===== config.mk =====
export PLATFORM = sky130hd
export DESIGN_NAME = andrewm_uart_to_parallel
export DESIGN_NICKNAME = d
export VERILOG_FILES = /design/src/rtl/andrewm_uart_to_parallel.sv
export SDC_FILE = /design/constraint.sdc
export NUM_CORES = 1
export LEC_CHECK = 0
export ABC_CLOCK_PERIOD_IN_PS = 3100
export BUFFER_PORTS_ARGS = -buffer_cell sky130_fd_sc_hd__buf_2
export CAP_MARGIN = 15
export CORE_MARGIN = 3
export CORE_UTILIZATION = 58
export CTS_BUF_LIST = sky130_fd_sc_hd__clkbuf_4 sky130_fd_sc_hd__clkbuf_8 sky130_fd_sc_hd__clkbuf_16
export DETAILED_ROUTE_END_ITERATION = 10
export GPL_TIMING_DRIVEN = 0
export PLACE_DENSITY = 0.79
export SYNTH_ARGS = -nofsm -noshare
export SYNTH_HDL_FRONTEND = slang
export SYNTH_SLANG_ARGS = --single-unit

===== constraint.sdc =====
create_clock -name clk -period 3.1 [get_ports clk]
set_clock_uncertainty 0.15 [all_clocks]
set_input_delay 0.31 -clock clk [delete_from_list [all_inputs] [get_ports clk]]
set_output_delay 0.31 -clock clk [all_outputs]
set_load 0.02 [all_outputs]

===== src/rtl/andrewm_uart_to_parallel.sv =====
// UART 8N1 receiver: two-flop synchronised rx, mid-bit sampling, LSB first.
// The received byte is held under a valid/ack handshake; framing and overrun errors are sticky flags.
module andrewm_uart_to_parallel #(
  parameter int CLKS_PER_BIT = 256,
  parameter int HALF_BIT     = CLKS_PER_BIT / 2
) (
  input  logic       clk,
  input  logic       reset,
  input  logic       rx,
  input  logic       rd_ack,
  input  logic       err_clr,
  output logic [7:0] data_out,
  output logic       data_valid,
  output logic       frame_err,
  output logic       overrun,
  output logic       busy
);

  localparam int CNT_W = (CLKS_PER_BIT > 2) ? $clog2(CLKS_PER_BIT) : 1;
  localparam logic [CNT_W-1:0] HALF_LOAD = CNT_W'(HALF_BIT - 1);
  localparam logic [CNT_W-1:0] FULL_LOAD = CNT_W'(CLKS_PER_BIT - 1);

  typedef enum logic [2:0] {IDLE, START, DATA, STOP, WAIT_HIGH} state_t;

  state_t           state, state_nxt;
  logic [CNT_W-1:0] cnt, cnt_nxt;
  logic [2:0]       bit_idx, bit_idx_nxt;
  logic [7:0]       shreg, shreg_nxt;
  logic             rx_p0, rx_s;
  logic             load_byte, set_fe, set_ov;
  logic             tick;

  assign tick = (cnt == '0);
  assign busy = (state != IDLE);

  always_comb begin
    state_nxt   = state;
    cnt_nxt     = cnt;
    bit_idx_nxt = bit_idx;
    shreg_nxt   = shreg;
    load_byte   = 1'b0;
    set_fe      = 1'b0;
    set_ov      = 1'b0;
    case (state)
      IDLE: begin
        if (!rx_s) begin
          state_nxt = START;
          cnt_nxt   = HALF_LOAD;
        end
      end
      START: begin
        if (!tick) begin
          cnt_nxt = cnt - 1'b1;
        end else if (rx_s) begin
          state_nxt = IDLE;
        end else begin
          state_nxt   = DATA;
          cnt_nxt     = FULL_LOAD;
          bit_idx_nxt = 3'd0;
        end
      end
      DATA: begin
        if (!tick) begin
          cnt_nxt = cnt - 1'b1;
        end else begin
          shreg_nxt   = {rx_s, shreg[7:1]};
          cnt_nxt     = FULL_LOAD;
          bit_idx_nxt = bit_idx + 1'b1;
          if (bit_idx == 3'd7) state_nxt = STOP;
        end
      end
      STOP: begin
        if (!tick) begin
          cnt_nxt = cnt - 1'b1;
        end else if (rx_s) begin
          state_nxt = IDLE;
          // A same-cycle ack frees the holding register for the new byte.
          if (!data_valid || rd_ack) load_byte = 1'b1;
          else                       set_ov    = 1'b1;
        end else begin
          set_fe    = 1'b1;
          state_nxt = WAIT_HIGH;
        end
      end
      WAIT_HIGH: begin
        if (rx_s) state_nxt = IDLE;
      end
      default: state_nxt = IDLE;
    endcase
  end

  // Synchroniser stage and FSM/datapath registers
  always_ff @(posedge clk or negedge reset) begin
    if (!reset) begin
      rx_p0      <= 1'b1;
      rx_s       <= 1'b1;
      state      <= IDLE;
      cnt        <= '0;
      bit_idx    <= 3'd0;
      shreg      <= 8'h00;
      data_out   <= 8'h00;
      data_valid <= 1'b0;
      frame_err  <= 1'b0;
      overrun    <= 1'b0;
    end else begin
      rx_p0      <= rx;
      rx_s       <= rx_p0;
      state      <= state_nxt;
      cnt        <= cnt_nxt;
      bit_idx    <= bit_idx_nxt;
      shreg      <= shreg_nxt;
      if (load_byte) data_out <= shreg;
      data_valid <= load_byte | (data_valid & ~rd_ack);
      frame_err  <= set_fe | (frame_err & ~err_clr);
      overrun    <= set_ov | (overrun & ~err_clr);
    end
  end

endmodule


# --- Yosys cells after proc, flatten, opt, wreduce, memory -nomap -nowiden ---
# Cells that the tools add are included.
op_classes:
  addsub: 2
  n_mul: 0
  div: 0
  n_lt_le_gt_ge: 0
  eq_ne: 14
  shifts: 0
  muxes: 30
  bitwise: 8
  n_reduce_logical: 11
ops:
  columns: ["op", "count"]
  rows:
  - ["2-to-1 mux 8 bit", 5]
  - ["case mux 8 bit (4 select lines)", 1]
  - ["2-to-1 mux 3 bit", 10]
  - ["inequality test 2 bit, second input constant", 8]
  - ["case mux 3 bit (5 select lines)", 1]
  - ["2-to-1 mux 1 bit", 11]
  - ["logical NOT 8 bit", 1]
  - ["AND reduction 4 bit", 2]
  - ["subtractor 8 x 1 -> 8 bit, second input constant", 1]
  - ["equality test 3 x 2 -> 1 bit, second input constant", 2]
  - ["equality test 3 bit, second input constant", 2]
  - ["case mux 3 bit (2 select lines)", 1]
  - ["AND reduction 6 bit", 1]
  - ["nonzero test 4 bit", 1]
  - ["adder 3 x 1 -> 3 bit, second input constant", 1]
  - ["AND 1 bit", 3]
  - ["equality test 3 x 1 -> 1 bit, second input constant", 1]
  - ["logical NOT 3 bit", 1]
  - ["inequality test 3 bit, second input constant", 1]
  - ["OR 1 bit", 3]
  - ["nonzero test 3 bit", 1]
  - ["2-to-1 mux 2 bit", 1]
  - ["inverter 1 bit", 2]
  - ["AND reduction 2 bit", 1]
  - ["3 further kinds", 3]
totals:
  reg_bits: 35
  latchBits: 0
  mem_bits_rw: 0
  rom_bits: 0
  input_bits: 5
  output_inout_bits: 12
  n_memories: 0

# --- Logic depth before layout (Yosys ltp) ---
depth:
  depth_word: 7
  ltp_mapped: 7
  ltp_nobuf: 6

# --- Worst setup path after synthesis ---
# Ideal clock, no wire load.
synth_path:
  kind: "reg2reg"
  startpoint: "reg cnt[0]"
  endpoint: "reg shreg[0]"
  arrival_ps: 1932
  required_time_ps: 2822
  setup_slack_ps: 890
  stages_incl_launch_ff: 8
  path_buffers: 1
  period_less_slack_ps: 2210
  path_cell_list: "dfrtp_1 -> inv_1 -> ha_1 -> or3b_2 -> clkbuf_1 -> nor2_8 -> nand3_4 -> mux2_1"
synth_between:
  elab_chain_len: 2
synth_lines:
  columns: ["item", "line", "rtl"]
  rows:
  - ["from (decl)", "26", "logic [CNT_W-1:0] cnt, cnt_nxt;"]
  - ["from (signal assigned)", "109", "cnt <= cnt_nxt;"]
  - ["logical NOT 8 bit", "33", "assign tick = (cnt == '0);"]
  - ["AND reduction 2 bit (no source line)", null, null]
  - ["to (signal assigned)", "111", "shreg <= shreg_nxt;"]
  - ["to (decl)", "28", "logic [7:0] shreg, shreg_nxt;"]
# Every way passes these cells.
# A chain may end at the register's enable or synchronous reset.

# --- Worst setup path after layout ---
# Ends and elaborated chain as after synthesis.

==> results.sh <==
export IMPL_grt_pass1_wl_um=6080
export IMPL_ir_drop_mv=0.546
export IMPL_cts_resized=0
export IMPL_ys_seq_elements=35
export IMPL_critPathMaxFanout=10
export IMPL_async_flop_share=1.00
export IMPL_synthToLayoutAreaGrowth_pct=12.4
export IMPL_synth_yosys_seq_area_share=0.495
export IMPL_antennaDiodeCount=0
export IMPL_cp_num_buf_inv=2
export IMPL_die_w_um=61.3
export IMPL_synth_nets=166
export IMPL_clk_latency_ps=340
export IMPL_grt_usage=0.217
export IMPL_period_needed_ps=2490
export IMPL_ctsHtreeMaxLevel=2
export IMPL_synth_edf_count=0
export IMPL_overflow=0
export IMPL_vias_per_cell=6.28
export IMPL_syn_area_sq_um=1770
export IMPL_setup_viol=0
export IMPL_cap_violations=0
export IMPL_cp_arrival_ps=2560
export IMPL_finalCritPeriodShare=0.803
export IMPL_hp_class="input pin to register"
export IMPL_gp_congestion=0.864
export IMPL_clock_sinks=35
export IMPL_crit_path_top_delay_cell="or3b_2"
export IMPL_drt_pass1_iter_count=4
export IMPL_grt_pass1_vias=1307
export IMPL_path_cells="inv_1 > ha_1 > or3b_2 > clkbuf_1 > nor2_8 > nand3_4 > mux2_1"
export IMPL_ys_flop_type="dfrtp_1"
export IMPL_cts_hold_buffers=2
export IMPL_synth_cells=157
export IMPL_antenna_found_initial=0
export IMPL_io_buffers=16
export IMPL_root_buffer="clkbuf_4"
export IMPL_power_total_mw=0.808
export IMPL_leakagePower_nw=0.955
export IMPL_cts_buffer_depth=2
export IMPL_grt_max_degree=36
export IMPL_vias=1343
export IMPL_startpoint_type="register"
export IMPL_cp_top_family="simple AND/OR/NAND/NOR gates"
export IMPL_slew_headroom=0.511
export IMPL_final_common_cell="dfrtp_1"
export IMPL_rsz0062_at_grt="no"
export IMPL_slew_violations=0
export IMPL_status="complete, no violations"
export IMPL_synth_distinct_cells=45
export IMPL_drtAntennaViolNets=0
export IMPL_num_rows=19
export IMPL_finalHoldViolCount=0
export IMPL_die_y_um=61.3
export IMPL_wl_per_cell_um=16.5
export IMPL_fin_nets=191
export IMPL_cts_setup_buffers=0
export IMPL_cp_slowest_stage_delay_ps=450
export IMPL_initial_core_util=0.627
export IMPL_dpl_hpwl_um=2380
export IMPL_tritoncts="built"
export IMPL_fillers=221
export IMPL_mostFrequentLayoutCells="dfrtp_1, buf_2, mux2_2, nor2_1"
export IMPL_numCtsBuffers=5
export IMPL_clk_pin_slew_ps=120
export IMPL_routed_wl_um=3530
export IMPL_worst_pin_slew_ps=734
export IMPL_ios=17
export IMPL_syn_avg_cell_area_sq_um=11.3
export IMPL_setup_tns_ps=0
export IMPL_crit_type="register to register"
export IMPL_p_per_area_nw_per_um2=405
export IMPL_core_area_sq_um=2830
export IMPL_ys_warn_count=0
export IMPL_fmax_mhz=402
export IMPL_drc_errors=0
export IMPL_dr_first_iter_drc_count=67
export IMPL_required_ps=3170
export IMPL_cp_end_kind="register"
export IMPL_final_layout_size_suffix_gt1_frac=0.273
export IMPL_dieArea_sq_um=3760
-- final cells by class --
| class | count | area (sq um) | area share |
|---|---|---|---|
| Tap cell | 31 | 38.8 | 0.0194 |
| Clock buffer | 5 | 37.5 | 0.0188 |
| Buffer | 10 | 40.0 | 0.0201 |
| Timing Repair Buffer | 18 | 100 | 0.0502 |
| Clock inverter | 3 | 43.8 | 0.0220 |
| Sequential cell | 35 | 878 | 0.440 |
| Inverter | 7 | 26.3 | 0.0132 |
| Multi-Input combinational cell | 105 | 830 | 0.416 |
-- power by group --
| group | switching (mW) | internal (mW) | total (mW) |
|---|---|---|---|
| Clock | 0.161 | 0.170 | 0.330 |
| Sequential | 0.00131 | 0.459 | 0.460 |
| Combinational | 0.0124 | 0.00477 | 0.0171 |
-- per-layer routing --
metal | part of all wire | up-vias | track usage
met5 | 0 | - | 0
met1 | 0.46 | 659 | 0.302
met3 | 0.046 | 4 | 0.0503
met4 | 0.0088 | 0 | 0.0588
met2 | 0.49 | 36 | 0.341
li1 | - | 644 | -
-- synth_stat cells, types with 2 or more instances --
master / count / area, sq um
ha_1: 4 / 50.1
mux2_2: 16 / 180
nor2_1: 9 / 33.8
nor3_1: 5 / 25.0
clkbuf_1: 6 / 22.5
dfstp_2: 2 / 52.6
buf_1: 2 / 7.51
dfrtp_1: 33 / 826
a21oi_1: 4 / 20.0
o2bb2ai_1: 2 / 17.5
a22o_1: 6 / 52.6
a211oi_1: 3 / 22.5
o2111ai_1: 3 / 26.3
a22oi_1: 2 / 15.0
nand3_1: 4 / 20.0
nand2_1: 4 / 15.0
nand4b_1: 5 / 43.8
nand4_1: 2 / 12.5
inv_1: 7 / 26.3
o211ai_1: 7 / 52.6
nor2b_1: 2 / 12.5
nand2b_1: 4 / 25.0
buf_2: 2 / 10.0
o21ai_0: 2 / 10.0
-- path summary, 6_finish.rpt --
path	slack (ps)	end	start	depth (start not counted)
worst max-delay path	610	shreg[0]	cnt[0]	7
worst min-delay path	110	overrun	err_clr	3
worst max register to register	610	shreg[0]	cnt[0]	7
worst min register to register	220	rx_s	rx_p0	0
max in group asynchronous	1920	data_out[6]	reset	2
min in group asynchronous	400	cnt[5]	reset	2
-- sequential cells by signal, indices dropped and copies added, names as in the netlist --
signal	cells
overrun	1
shreg	8
state	3
rx_p0	1
rx_s	1
cnt	8
data_valid	1
bit_idx	3
data_out	8
frame_err	1
-- worst min-delay path: stages --
cell and delay, ps:
buf_2 80, inv_1 50, o2bb2ai_1 120
-- per-stage QoR --
stage / hold slack (ps) / setup WS [ps] / instances / util / cell area, sq um
final: 111 / 611 / 214 / 0.705 / 1990
after global routing: 124 / 460 / 214 / 0.705 / 1990
after CTS: 106 / 606 / 214 / 0.705 / 1990
after detailed placement: 199 / 644 / 204 / 0.669 / 1890
after global placement: 195 / 687 / 204 / 0.669 / 1890
after floorplan: -136 / 890 / 157 / - / 1770
-- cell families after synthesis --
| logic type | Yosys count | share of synthesized area |
|---|---|---|
| compound gates | 37 | 0.159 |
| fa+ha+maj | 4 | 0.0282 |
| buf+inv | 17 | 0.0374 |
| flops | 35 | 0.495 |
| mux | 17 | 0.108 |
| simple gates | 47 | 0.172 |
Power figures use the tool's default switching activity.
